`src/rtl/nn_axil_master.sv`:
```
// nn_axil_master: single-outstanding AXI4-Lite initiator behind a command/response port.
// Define NN_AXIL_POLL_EN to enable masked-compare poll reads (POLL_MAX / POLL_GAP).
module nn_axil_master #(
    parameter int C_M_AXI_ADDR_WIDTH = 8,
    parameter int C_M_AXI_DATA_WIDTH = 32,
    parameter int POLL_MAX = 1024,
    parameter int POLL_GAP = 4
) (
    input  logic                              M_AXI_ACLK,
    input  logic                              M_AXI_ARESETN,
    input  logic                              cmd_valid,
    output logic                              cmd_ready,
    input  logic                              cmd_write,
    input  logic                              cmd_poll,
    input  logic [C_M_AXI_ADDR_WIDTH-1:0]     cmd_addr,
    input  logic [C_M_AXI_DATA_WIDTH-1:0]     cmd_wdata,
    input  logic [C_M_AXI_DATA_WIDTH/8-1:0]   cmd_wstrb,
    input  logic [C_M_AXI_DATA_WIDTH-1:0]     cmd_mask,
    input  logic [C_M_AXI_DATA_WIDTH-1:0]     cmd_match,
    output logic                              rsp_valid,
    input  logic                              rsp_ready,
    output logic [C_M_AXI_DATA_WIDTH-1:0]     rsp_rdata,
    output logic [1:0]                        rsp_resp,
    output logic                              rsp_err,
    output logic                              rsp_timeout,
    output logic                              busy,
    output logic [C_M_AXI_ADDR_WIDTH-1:0]     M_AXI_AWADDR,
    output logic [2:0]                        M_AXI_AWPROT,
    output logic                              M_AXI_AWVALID,
    input  logic                              M_AXI_AWREADY,
    output logic [C_M_AXI_DATA_WIDTH-1:0]     M_AXI_WDATA,
    output logic [C_M_AXI_DATA_WIDTH/8-1:0]   M_AXI_WSTRB,
    output logic                              M_AXI_WVALID,
    input  logic                              M_AXI_WREADY,
    input  logic [1:0]                        M_AXI_BRESP,
    input  logic                              M_AXI_BVALID,
    output logic                              M_AXI_BREADY,
    output logic [C_M_AXI_ADDR_WIDTH-1:0]     M_AXI_ARADDR,
    output logic [2:0]                        M_AXI_ARPROT,
    output logic                              M_AXI_ARVALID,
    input  logic                              M_AXI_ARREADY,
    input  logic [C_M_AXI_DATA_WIDTH-1:0]     M_AXI_RDATA,
    input  logic [1:0]                        M_AXI_RRESP,
    input  logic                              M_AXI_RVALID,
    output logic                              M_AXI_RREADY
);
    localparam int AW = C_M_AXI_ADDR_WIDTH;
    localparam int DW = C_M_AXI_DATA_WIDTH;
    typedef enum logic [2:0] {IDLE, WR_REQ, WR_RESP, RD_REQ, RD_RESP, POLL_GAP_ST, RSP} state_t;
    state_t r_state, w_next;
    logic r_aw_done, r_w_done, r_timeout;
    logic [AW-1:0] r_addr;
    logic [DW-1:0] r_wdata, r_rdata;
    logic [DW/8-1:0] r_wstrb;
    logic [1:0] r_resp;
    logic w_accept, w_aw_hs, w_w_hs, w_r_done;
    logic w_poll_again, w_poll_timeout, w_skip_gap, w_gap_done;

    assign cmd_ready     = r_state == IDLE;
    assign busy          = r_state != IDLE;
    assign rsp_valid     = r_state == RSP;
    assign M_AXI_AWVALID = r_state == WR_REQ && !r_aw_done;
    assign M_AXI_WVALID  = r_state == WR_REQ && !r_w_done;
    assign M_AXI_BREADY  = r_state == WR_RESP;
    assign M_AXI_ARVALID = r_state == RD_REQ;
    assign M_AXI_RREADY  = r_state == RD_RESP;
    assign M_AXI_AWADDR  = r_addr;
    assign M_AXI_ARADDR  = r_addr;
    assign M_AXI_WDATA   = r_wdata;
    assign M_AXI_WSTRB   = r_wstrb;
    assign M_AXI_AWPROT  = 3'b000;
    assign M_AXI_ARPROT  = 3'b000;
    assign rsp_rdata     = r_rdata;
    assign rsp_resp      = r_resp;
    assign rsp_err       = r_resp[1];
    assign rsp_timeout   = r_timeout;
    assign w_accept      = cmd_valid && cmd_ready;
    assign w_aw_hs       = M_AXI_AWVALID && M_AXI_AWREADY;
    assign w_w_hs        = M_AXI_WVALID && M_AXI_WREADY;
    assign w_r_done      = M_AXI_RREADY && M_AXI_RVALID;

`ifdef NN_AXIL_POLL_EN
    localparam logic [15:0] LP_POLL_MAX = 16'(POLL_MAX);
    localparam logic [7:0]  LP_GAP      = 8'(POLL_GAP);
    logic r_poll;
    logic [DW-1:0] r_mask, r_match;
    logic [15:0] r_rd_cnt;
    logic [7:0] r_gap_cnt;
    logic w_miss, w_last;
    // An error response ends the poll immediately, so it never counts as a miss.
    assign w_miss         = r_poll && !M_AXI_RRESP[1] && ((M_AXI_RDATA & r_mask) != r_match);
    assign w_last         = r_rd_cnt == LP_POLL_MAX - 16'd1;
    assign w_poll_again   = w_miss && !w_last;
    assign w_poll_timeout = w_miss && w_last;
    assign w_skip_gap     = LP_GAP == 8'd0;
    assign w_gap_done     = r_gap_cnt == LP_GAP - 8'd1;
    always_ff @(posedge M_AXI_ACLK or negedge M_AXI_ARESETN) begin
        if (!M_AXI_ARESETN) begin
            r_poll    <= 1'b0;
            r_mask    <= '0;
            r_match   <= '0;
            r_rd_cnt  <= '0;
            r_gap_cnt <= '0;
        end else begin
            if (w_accept) begin
                r_poll    <= cmd_poll && !cmd_write;
                r_mask    <= cmd_mask;
                r_match   <= cmd_match;
                r_rd_cnt  <= '0;
                r_gap_cnt <= '0;
            end
            if (w_r_done) begin
                r_rd_cnt  <= r_rd_cnt + 16'd1;
                r_gap_cnt <= '0;
            end
            if (r_state == POLL_GAP_ST) r_gap_cnt <= r_gap_cnt + 8'd1;
        end
    end
`else
    logic w_unused;
    assign w_unused       = ^{cmd_poll, cmd_mask, cmd_match, 16'(POLL_MAX), 8'(POLL_GAP)};
    assign w_poll_again   = 1'b0;
    assign w_poll_timeout = 1'b0;
    assign w_skip_gap     = 1'b1;
    assign w_gap_done     = 1'b1;
`endif

    always_comb begin
        w_next = r_state;
        case (r_state)
            IDLE:        if (cmd_valid) w_next = cmd_write ? WR_REQ : RD_REQ;
            WR_REQ:      if ((r_aw_done || w_aw_hs) && (r_w_done || w_w_hs)) w_next = WR_RESP;
            WR_RESP:     if (M_AXI_BVALID) w_next = RSP;
            RD_REQ:      if (M_AXI_ARREADY) w_next = RD_RESP;
            RD_RESP:     if (M_AXI_RVALID) w_next = w_poll_again ? (w_skip_gap ? RD_REQ : POLL_GAP_ST) : RSP;
            POLL_GAP_ST: if (w_gap_done) w_next = RD_REQ;
            RSP:         if (rsp_ready) w_next = IDLE;
            default:     w_next = IDLE;
        endcase
    end

    always_ff @(posedge M_AXI_ACLK or negedge M_AXI_ARESETN) begin
        if (!M_AXI_ARESETN) begin
            r_state   <= IDLE;
            r_aw_done <= 1'b0;
            r_w_done  <= 1'b0;
            r_addr    <= '0;
            r_wdata   <= '0;
            r_wstrb   <= '0;
            r_rdata   <= '0;
            r_resp    <= 2'b00;
            r_timeout <= 1'b0;
        end else begin
            r_state <= w_next;
            if (w_accept) begin
                r_addr    <= cmd_addr;
                r_wdata   <= cmd_wdata;
                r_wstrb   <= cmd_wstrb;
                r_aw_done <= 1'b0;
                r_w_done  <= 1'b0;
            end
            if (w_aw_hs) r_aw_done <= 1'b1;
            if (w_w_hs) r_w_done <= 1'b1;
            if (M_AXI_BREADY && M_AXI_BVALID) begin
                r_rdata   <= '0;
                r_resp    <= M_AXI_BRESP;
                r_timeout <= 1'b0;
            end
            if (w_r_done) begin
                r_rdata   <= M_AXI_RDATA;
                r_resp    <= M_AXI_RRESP;
                r_timeout <= w_poll_timeout;
            end
        end
    end
endmodule

```
`config.mk`:
```
export PLATFORM = sky130hd
export DESIGN_NAME = nn_axil_master
export DESIGN_NICKNAME = d
export VERILOG_FILES = /design/src/rtl/nn_axil_master.sv
export SDC_FILE = /design/constraint.sdc
export NUM_CORES = 1
export LEC_CHECK = 0
export CAP_MARGIN = 20
export CORE_AREA = 2 2 99 101
export DETAILED_ROUTE_END_ITERATION = 12
export DIE_AREA = 0 0 101 103
export GPL_ROUTABILITY_DRIVEN = 0
export PLACE_DENSITY_LB_ADDON = 0.25
export REMOVE_ABC_BUFFERS = 1
export SLEW_MARGIN = 20
export SYNTH_ARGS = -nofsm -noshare
export SYNTH_HDL_FRONTEND = slang
export SYNTH_SLANG_ARGS = --single-unit
```
`constraint.sdc`:
```
create_clock -name M_AXI_ACLK -period 2.6 [get_ports M_AXI_ACLK]
set_input_delay 0.52 -clock M_AXI_ACLK [delete_from_list [all_inputs] [get_ports M_AXI_ACLK]]
set_output_delay 0.52 -clock M_AXI_ACLK [all_outputs]
set_load 0.05 [all_outputs]
```
==> summary.json, run 1 <==
{
  "max_freq_mhz": 407,
  "worst_setup_path_end_kind": "primary output",
  "diodes_inserted": 0,
  "yosys.area.top_type_share_pct": 61.3,
  "drc": 0,
  "slew_viol_final": 0,
  "cp-endpoint": "busy",
  "netlist_top_cells_area": "dfrtp_1, nand2_1, a22o_1",
  "slew_headroom_pct": 59.0,
  "tritoncts_num_sinks": 83,
  "met3_wirelength_microns": 1050,
  "worst-slew-pin-transition_ns": 0.615,
  "regToRegEndpoint": "M_AXI_WDATA[30]",
  "drv_cap": 0,
  "worst-path-max-fanout": 12,
  "cts_setup_buffers": 0,
  "hold_violations": 0,
  "design_area_sq_um": 5400,
  "fin_clk_skew_ns": 0.00792,
  "met2RoutedLength_microns": 4050,
  "clock_path_buffers": 2,
  "antenna_found_initial": 0,
  "layout_worst_path_cycle_share_pct": 94.4,
  "wire_per_inst_microns": 14.6,
  "dr.pass1.iters": 4,
  "syn-instance-count": 327,
  "floorplan.initialDensity_pct": 35.8,
  "cp.arrival_ns": 1.94,
  "synth.cell_area_sq_um": 3390,
  "fin_setup_tns_ns": 0,
  "postSynthRegisterBits": 83,
  "post_cts_resized": 1,
  "floorplan.core_area_sq_um": 9460,
  "grt_max_degree": 45,
  "power.leakage_nw": 2.56,
  "routedLengthMet1_microns": 3760,
  "pin_count": 257,
  "synthMostInstantiatedCell": "nand2_1",
  "die-area_sq_um": 10400,
  "yosysWarnings": 0,
  "floorplan.die.width_microns": 101,
  "layout_min_cycle_time_ns": 2.46,
  "core.rowCount": 36,
  "worst_hold_path_type": "input port to asynchronous set/reset pin",
  "first_global_vias": 2857,
  "dr_total_vias": 2919,
  "required_ns": 2.08,
  "sequential_area_share_after_synthesis_pct": 61.3,
  "final-setup-viol-count": 0,
  "buffer_ports.inserted": 184,
  "cts_hold_buf": 0,
  "vdd_ir_drop_max_uv": 777,
  "number_of_enable_flip_flop_cells_after_synthesis": 0,
  "synth_ff_type": "dfrtp_1",
  "timing.critical_path.from_type": "flop",
  "worst-setup-path-type": "flop to primary output",
  "dp_hpwl_microns": 6460,
  "worst-r2r-setup-slack_ns": 0.93,
  "level_count_of_the_clock_h_tree": 3,
  "crit_start": "r_state[1]",
  "drt-total-wl_microns": 8970,
  "grt_pass1_wl_microns": 14100,
  "drt_first_iter_violations": 53,
  "pwr_density_nw_per_um2": 1390,
  "final_layout_size_suffix_gt1_share_pct": 5.98,
  "status": "finished clean",
  "clock_insertion_delay_worst_skew_ns": 0.34,
  "route.top_layer_used": "met4",
  "vias_per_cell": 4.74,
  "num-nets-final": 652,
  "synth.cells.most_frequent": "nand2_1, dfrtp_1, a22o_1, buf_4, buf_2",
  "synth.lib_cells_used.distinct": 25,
  "cts-root-buf": "clkbuf_8",
  "detail-route-antenna-nets": 0,
  "cts-buffers-inserted": 9,
  "fp.dieH_microns": 103,
  "gr-usage-all-layers_pct": 17.5,
  "mean_syn_cell_area_sq_um": 10.4,
  "synthDominantAreaCellType": "dfrtp_1",
  "critical_path.reg2reg.startpoint": "r_state[1]",
  "clk_pin_slew_worst_setup_hold_paths_ns": 0.08,
  "hold-worst-slack_ns": 0.154,
  "clock_tree_from_tritoncts": "done",
  "synthArstFlopShare_pct": 100,
  "grt_setup_unrepaired": "false",
  "globalRoute.totalOverflow": 0,
  "r2r_cells": 5,
  "areaGrowthSynthToFinish_pct": 59.3,
  "dpl-instance-area_sq_um": 5170
}
[how the worst min path moves through the flow]
stage	from	to	slack, ns	cells past startpoint
floorplan	M_AXI_ARESETN	M_AXI_ARADDR[0]	0.22	0
global placement	M_AXI_WSTRB[1]	M_AXI_WSTRB[1]	0.46	2
detailed placement	M_AXI_WDATA[8]	M_AXI_WDATA[8]	0.46	2
CTS	M_AXI_ARESETN	rsp_rdata[11]	0.16	1
global route	M_AXI_ARESETN	rsp_rdata[18]	0.18	1
finish	M_AXI_ARESETN	rsp_rdata[11]	0.15	1
[state kept, by name (all words and copies together) (netlist names)]
| signal | cells |
|---|---|
| rsp_resp | 2 |
| r_w_done | 1 |
| r_aw_done | 1 |
| M_AXI_WDATA | 32 |
| r_state | 3 |
| M_AXI_WSTRB | 4 |
| rsp_rdata | 32 |
| M_AXI_ARADDR | 8 |
[kinds of logic after synthesis]
family,count (synthesis),synth area share (%)
flops,83,61.3
buf+inv,38,8.08
simple gates,157,18.9
other cells,1,0.111
mux,2,0.591
compound gates,46,11.1
[critical path, cell delays in order, from the launching register on]
cell,delay [ns]
dfrtp_1,0.52
nor3_2,0.31
inv_1,0.06
clkdlybuf4s50_1,0.70
[cell type report]
cell class              count  area (sq um)
fillers                   863          4060
clock inverters             6          88.8
clock buffers              10           138
repair buffers            189          1880
multi-input cells         212          1060
flip-flops and latches     83          2080
well taps                 114           143
inverters                   2          7.51
[metal layers]
layer	GRT usage, %	vias up
li1	-	1389
met1	21.2	1391
met2	27.5	130
met3	7.80	9
met4	6.86	0
met5	0	-
[power by group]
part / total, W / internal, W / leakage, nW / switching (W)
clock network: 0.00103 / 0.000567 / 0.108 / 0.000464
registers: 0.00212 / 0.00179 / 1.07 / 0.000335
logic: 0.00435 / 0.00144 / 1.39 / 0.00292
total: 0.00751 / 0.00379 / 2.56 / 0.00371
[cells in the final DEF (no fill, tap or decap), types with 3 or more instances in the layout]
master and instances:
conb_1 7, dfrtp_1 83, nand2_1 138, clkdlybuf4s50_1 176, clkbuf_8 10, buf_4 9, nor2_1 3, nor3_1 3
a21oi_1 4, a22o_1 34, nand3b_1 3
[per-stage QoR]
stage | total power, W | worst slack [ns] | std cells | util, %
4_1_cts | 0.00759 | 0.0155 | 616 | 57.0
6_report | 0.00751 | 0.145 | 616 | 57.1
3_5_place_dp | 0.00653 | 0.305 | 600 | 54.6
3_3_place_gp | 0.00648 | 0.356 | 600 | 54.6
2_1_floorplan | 0.00492 | 0.0205 | 297 | -
5_1_grt | 0.00794 | 0.0621 | 616 | 57.1
Power figures use the tool's default switching activity.
==> inputs of run 2 (changes only) <==
- PLACE_DENSITY_LB_ADDON: 0.25 -> 0.3
==> run 2 against run 1 <==
Die area unchanged. Sequential share of layout area decreased by 0.21 points. Combinational power barely moved. Final area is 0.56% higher. Final cell count decreased by 0.16%. Via count decreased by 1.9%. Sequential power is essentially flat. Clock power increased by 7%. Critical path depth unchanged. Clock-buffer cell count shrank 1. Worst setup slack improved by 0.019 ns. Register-to-register slack improved by 0.07 ns. Highest routed layer unchanged.
==> summary.json, run 2 (synthesized netlist as in run 1, its figures left out) <==
{
  "status": "finished clean",
  "floorplan.die.width": {"value": 101, "unit": "microns", "change": "unchanged"},
  "pwr_density": {"value": 1400, "unit": "nW/um^2", "change": "+0.75%"},
  "antenna_found_initial": {"value": 0, "change": "unchanged"},
  "globalRoute.totalOverflow": {"value": 0, "change": "unchanged"},
  "drv_cap": {"value": 0, "change": "unchanged"},
  "pin_count": {"value": 257, "change": "unchanged"},
  "wire_per_inst": {"value": 14.7, "unit": "microns", "change": "+1.3%"},
  "die-area": {"value": 10400, "unit": "sq um", "change": "unchanged"},
  "worst_hold_path_type": "input port to asynchronous set/reset pin",
  "most-common-layout-cells": "clkdlybuf4s50_1, nand2_1, dfrtp_1",
  "dr_total_vias": {"value": 2864, "change": "-1.9%"},
  "drt_first_iter_violations": {"value": 74, "change": "+40%"},
  "tritoncts_num_sinks": {"value": 83, "change": "unchanged"},
  "worst-slew-pin-transition": {"value": 0.621, "unit": "ns", "change": "+0.00631 ns"},
  "fp.dieH": {"value": 103, "unit": "microns", "change": "unchanged"},
  "layout_worst_path_cycle_share": {"value": 93.7, "unit": "%", "change": "-0.72 points"},
  "drt-total-wl": {"value": 9070, "unit": "microns", "change": "+1.1%"},
  "place_inst": {"value": 599, "change": "-0.17%"},
  "clk_pin_slew_worst_setup_hold_paths": {"value": 0.09, "unit": "ns", "change": "about the same"},
  "timing.critical_path.from_type": "flop",
  "cpMaxStageDelayCell": "clkdlybuf4s50_1",
  "power.leakage": {"value": 2.58, "unit": "nW", "change": "+0.58%"},
  "timing.critical_path.buf_inv": {"value": 2, "change": "unchanged"},
  "worstPathCellList": "nor3_2, inv_1, clkdlybuf4s50_1",
  "dp_hpwl": {"value": 6430, "unit": "microns", "change": "-0.61%"},
  "vias_per_cell": {"value": 4.66, "change": "-1.7%"},
  "cts-root-buf": "clkbuf_8",
  "num-nets-final": {"value": 651, "change": "-0.15%"},
  "p_total": {"value": 0.00760, "unit": "W", "change": "+1.3%"},
  "cts_setup_buffers": {"value": 0, "change": "unchanged"},
  "clock_path_buffers": {"value": 2, "change": "unchanged"},
  "hold_violations": {"value": 0, "change": "unchanged"},
  "cts_hold_buf": {"value": 0, "change": "unchanged"},
  "diodes_inserted": {"value": 0, "change": "unchanged"},
  "final_layout_size_suffix_gt1_share": {"value": 5.59, "unit": "%", "change": "-0.39 points"},
  "slew_headroom": {"value": 58.6, "unit": "%", "change": "-0.42 points"},
  "fin_setup_tns": {"value": 0, "unit": "ns", "change": "unchanged"},
  "gr-usage-all-layers": {"value": 17.0, "unit": "%", "change": "-0.51 points"},
  "critical_path.max_stage_delay": {"value": 0.70, "unit": "ns", "change": "about the same"},
  "layout_min_cycle_time": {"value": 2.44, "unit": "ns", "change": "-0.0186 ns"},
  "final_cells": {"value": 615, "change": "-0.16%"},
  "most_common_cell_after_layout_fill_and_taps_aside": "clkdlybuf4s50_1",
  "buffer_ports.inserted": {"value": 184, "change": "unchanged"},
  "num-fill-cells": {"value": 805, "change": "-6.7%"},
  "first_global_vias": {"value": 2760, "change": "-3.4%"},
  "grt_pass1_wl": {"value": 13700, "unit": "microns", "change": "-2.7%"},
  "required": {"value": 2.08, "unit": "ns", "change": "about the same"},
  "floorplan.initialDensity": {"value": 35.8, "unit": "%", "change": "unchanged"},
  "worst_setup_path_end_kind": "primary output",
  "fin_clk_skew": {"value": 0.00509, "unit": "ns", "change": "-0.00283 ns"},
  "areaGrowthSynthToFinish_pct": 60.2,
  "drc": {"value": 0, "change": "unchanged"},
  "clock_insertion_delay_worst_skew": {"value": 0.34, "unit": "ns", "change": "about the same"},
  "slew_viol_final": {"value": 0, "change": "unchanged"},
  "detail-route-antenna-nets": {"value": 0, "change": "unchanged"},
  "vdd_ir_drop_max": {"value": 672, "unit": "uV", "change": "-14%"},
  "final_core_occ": {"value": 57.4, "unit": "%", "change": "+0.32 points"},
  "grt_setup_unrepaired": "false",
  "cts-buffers-inserted": {"value": 9, "change": "unchanged"},
  "cp.arrival": {"value": 1.92, "unit": "ns", "change": "-0.02 ns"},
  "clock_tree_from_tritoncts": "done",
  "core.rowCount": {"value": 36, "change": "unchanged"},
  "level_count_of_the_clock_h_tree": {"value": 3, "change": "unchanged"},
  "post_cts_resized": {"value": 1, "change": "unchanged"},
  "worst-setup-path-type": "flop to primary output",
  "worst-path-max-fanout": {"value": 12, "change": "unchanged"},
  "grt_max_degree": {"value": 45, "change": "unchanged"},
  "max_freq": {"value": 410, "unit": "MHz", "change": "+0.77%"},
  "dr.pass1.iters": {"value": 4, "change": "unchanged"},
  "final-setup-viol-count": {"value": 0, "change": "unchanged"},
  "floorplan.core_area": {"value": 9460, "unit": "sq um", "change": "unchanged"},
  "hold-worst-slack": {"value": 0.146, "unit": "ns", "change": "-0.00780 ns"},
  "timing.critical_path.max_delay_family": "buffers and inverters"
}
run 2: changes by cell type in the layout (fill, tap and decap cells not counted), sizes merged:
cell,previous run,this run
buf,10,9
bufinv,2,3
clkbuf,10,9
clkinv,2,3
clkinvlp,2,1
run 2: worst register-to-register path: cells and delay by family (launching register included):
family                 cells  cell delay, ns
flip-flops                 1            0.51
AND/OR/NAND/NOR            4            0.79
buffers and inverters      1            0.24
run 2: final timing paths:
kind,startpoint,to,slack (ns),cells past startpoint
setup reg to reg,r_state[1],M_AXI_WDATA[1],1.00,5
hold / removal,M_AXI_ARESETN,rsp_rdata[6],0.15,1
min in group M_AXI_ACLK,rsp_resp[0],rsp_resp[0],0.48,2
hold reg to reg,rsp_resp[0],rsp_resp[0],0.48,2
max in group asynchronous,M_AXI_ARESETN,rsp_rdata[23],1.81,2
setup / recovery,r_state[1],busy,0.16,3
run 2: metal layers:
| layer | GRT usage (%) | part of all wire, % | vias up |
|---|---|---|---|
| li1 | - | - | 1396 |
| met4 | 7.48 | 1.6 | 0 |
| met2 | 25.4 | 45 | 144 |
| met3 | 5.56 | 10 | 10 |
| met5 | 0 | 0 | - |
| met1 | 22.6 | 44 | 1314 |
run 2: report_power, final:
group | leakage [nW] | internal [W] | switching, W
Sequential | 1.07 | 0.00179 | 0.000343
Clock | 0.119 | 0.000636 | 0.000461
Combinational | 1.39 | 0.00146 | 0.00292
run 2: layout make-up:
cell class,count,area (sq um),share of cell area [%]
Sequential cell,83,2080,38.2
Timing Repair Buffer,188,1900,35.0
Multi-Input combinational cell,212,1060,19.6
Tap cell,114,143,2.63
Clock buffer,9,124,2.28
Clock inverter,7,116,2.14
Inverter,2,7.51,0.138
run 2: per-stage QoR:
step                instance area, sq um  setup slack, ns
floorplan                           3150           0.0205
detailed placement                  5180            0.247
global route                        5430          0.00627
CTS                                 5420           0.0189
finish                              5430            0.163
global placement                    5180            0.343
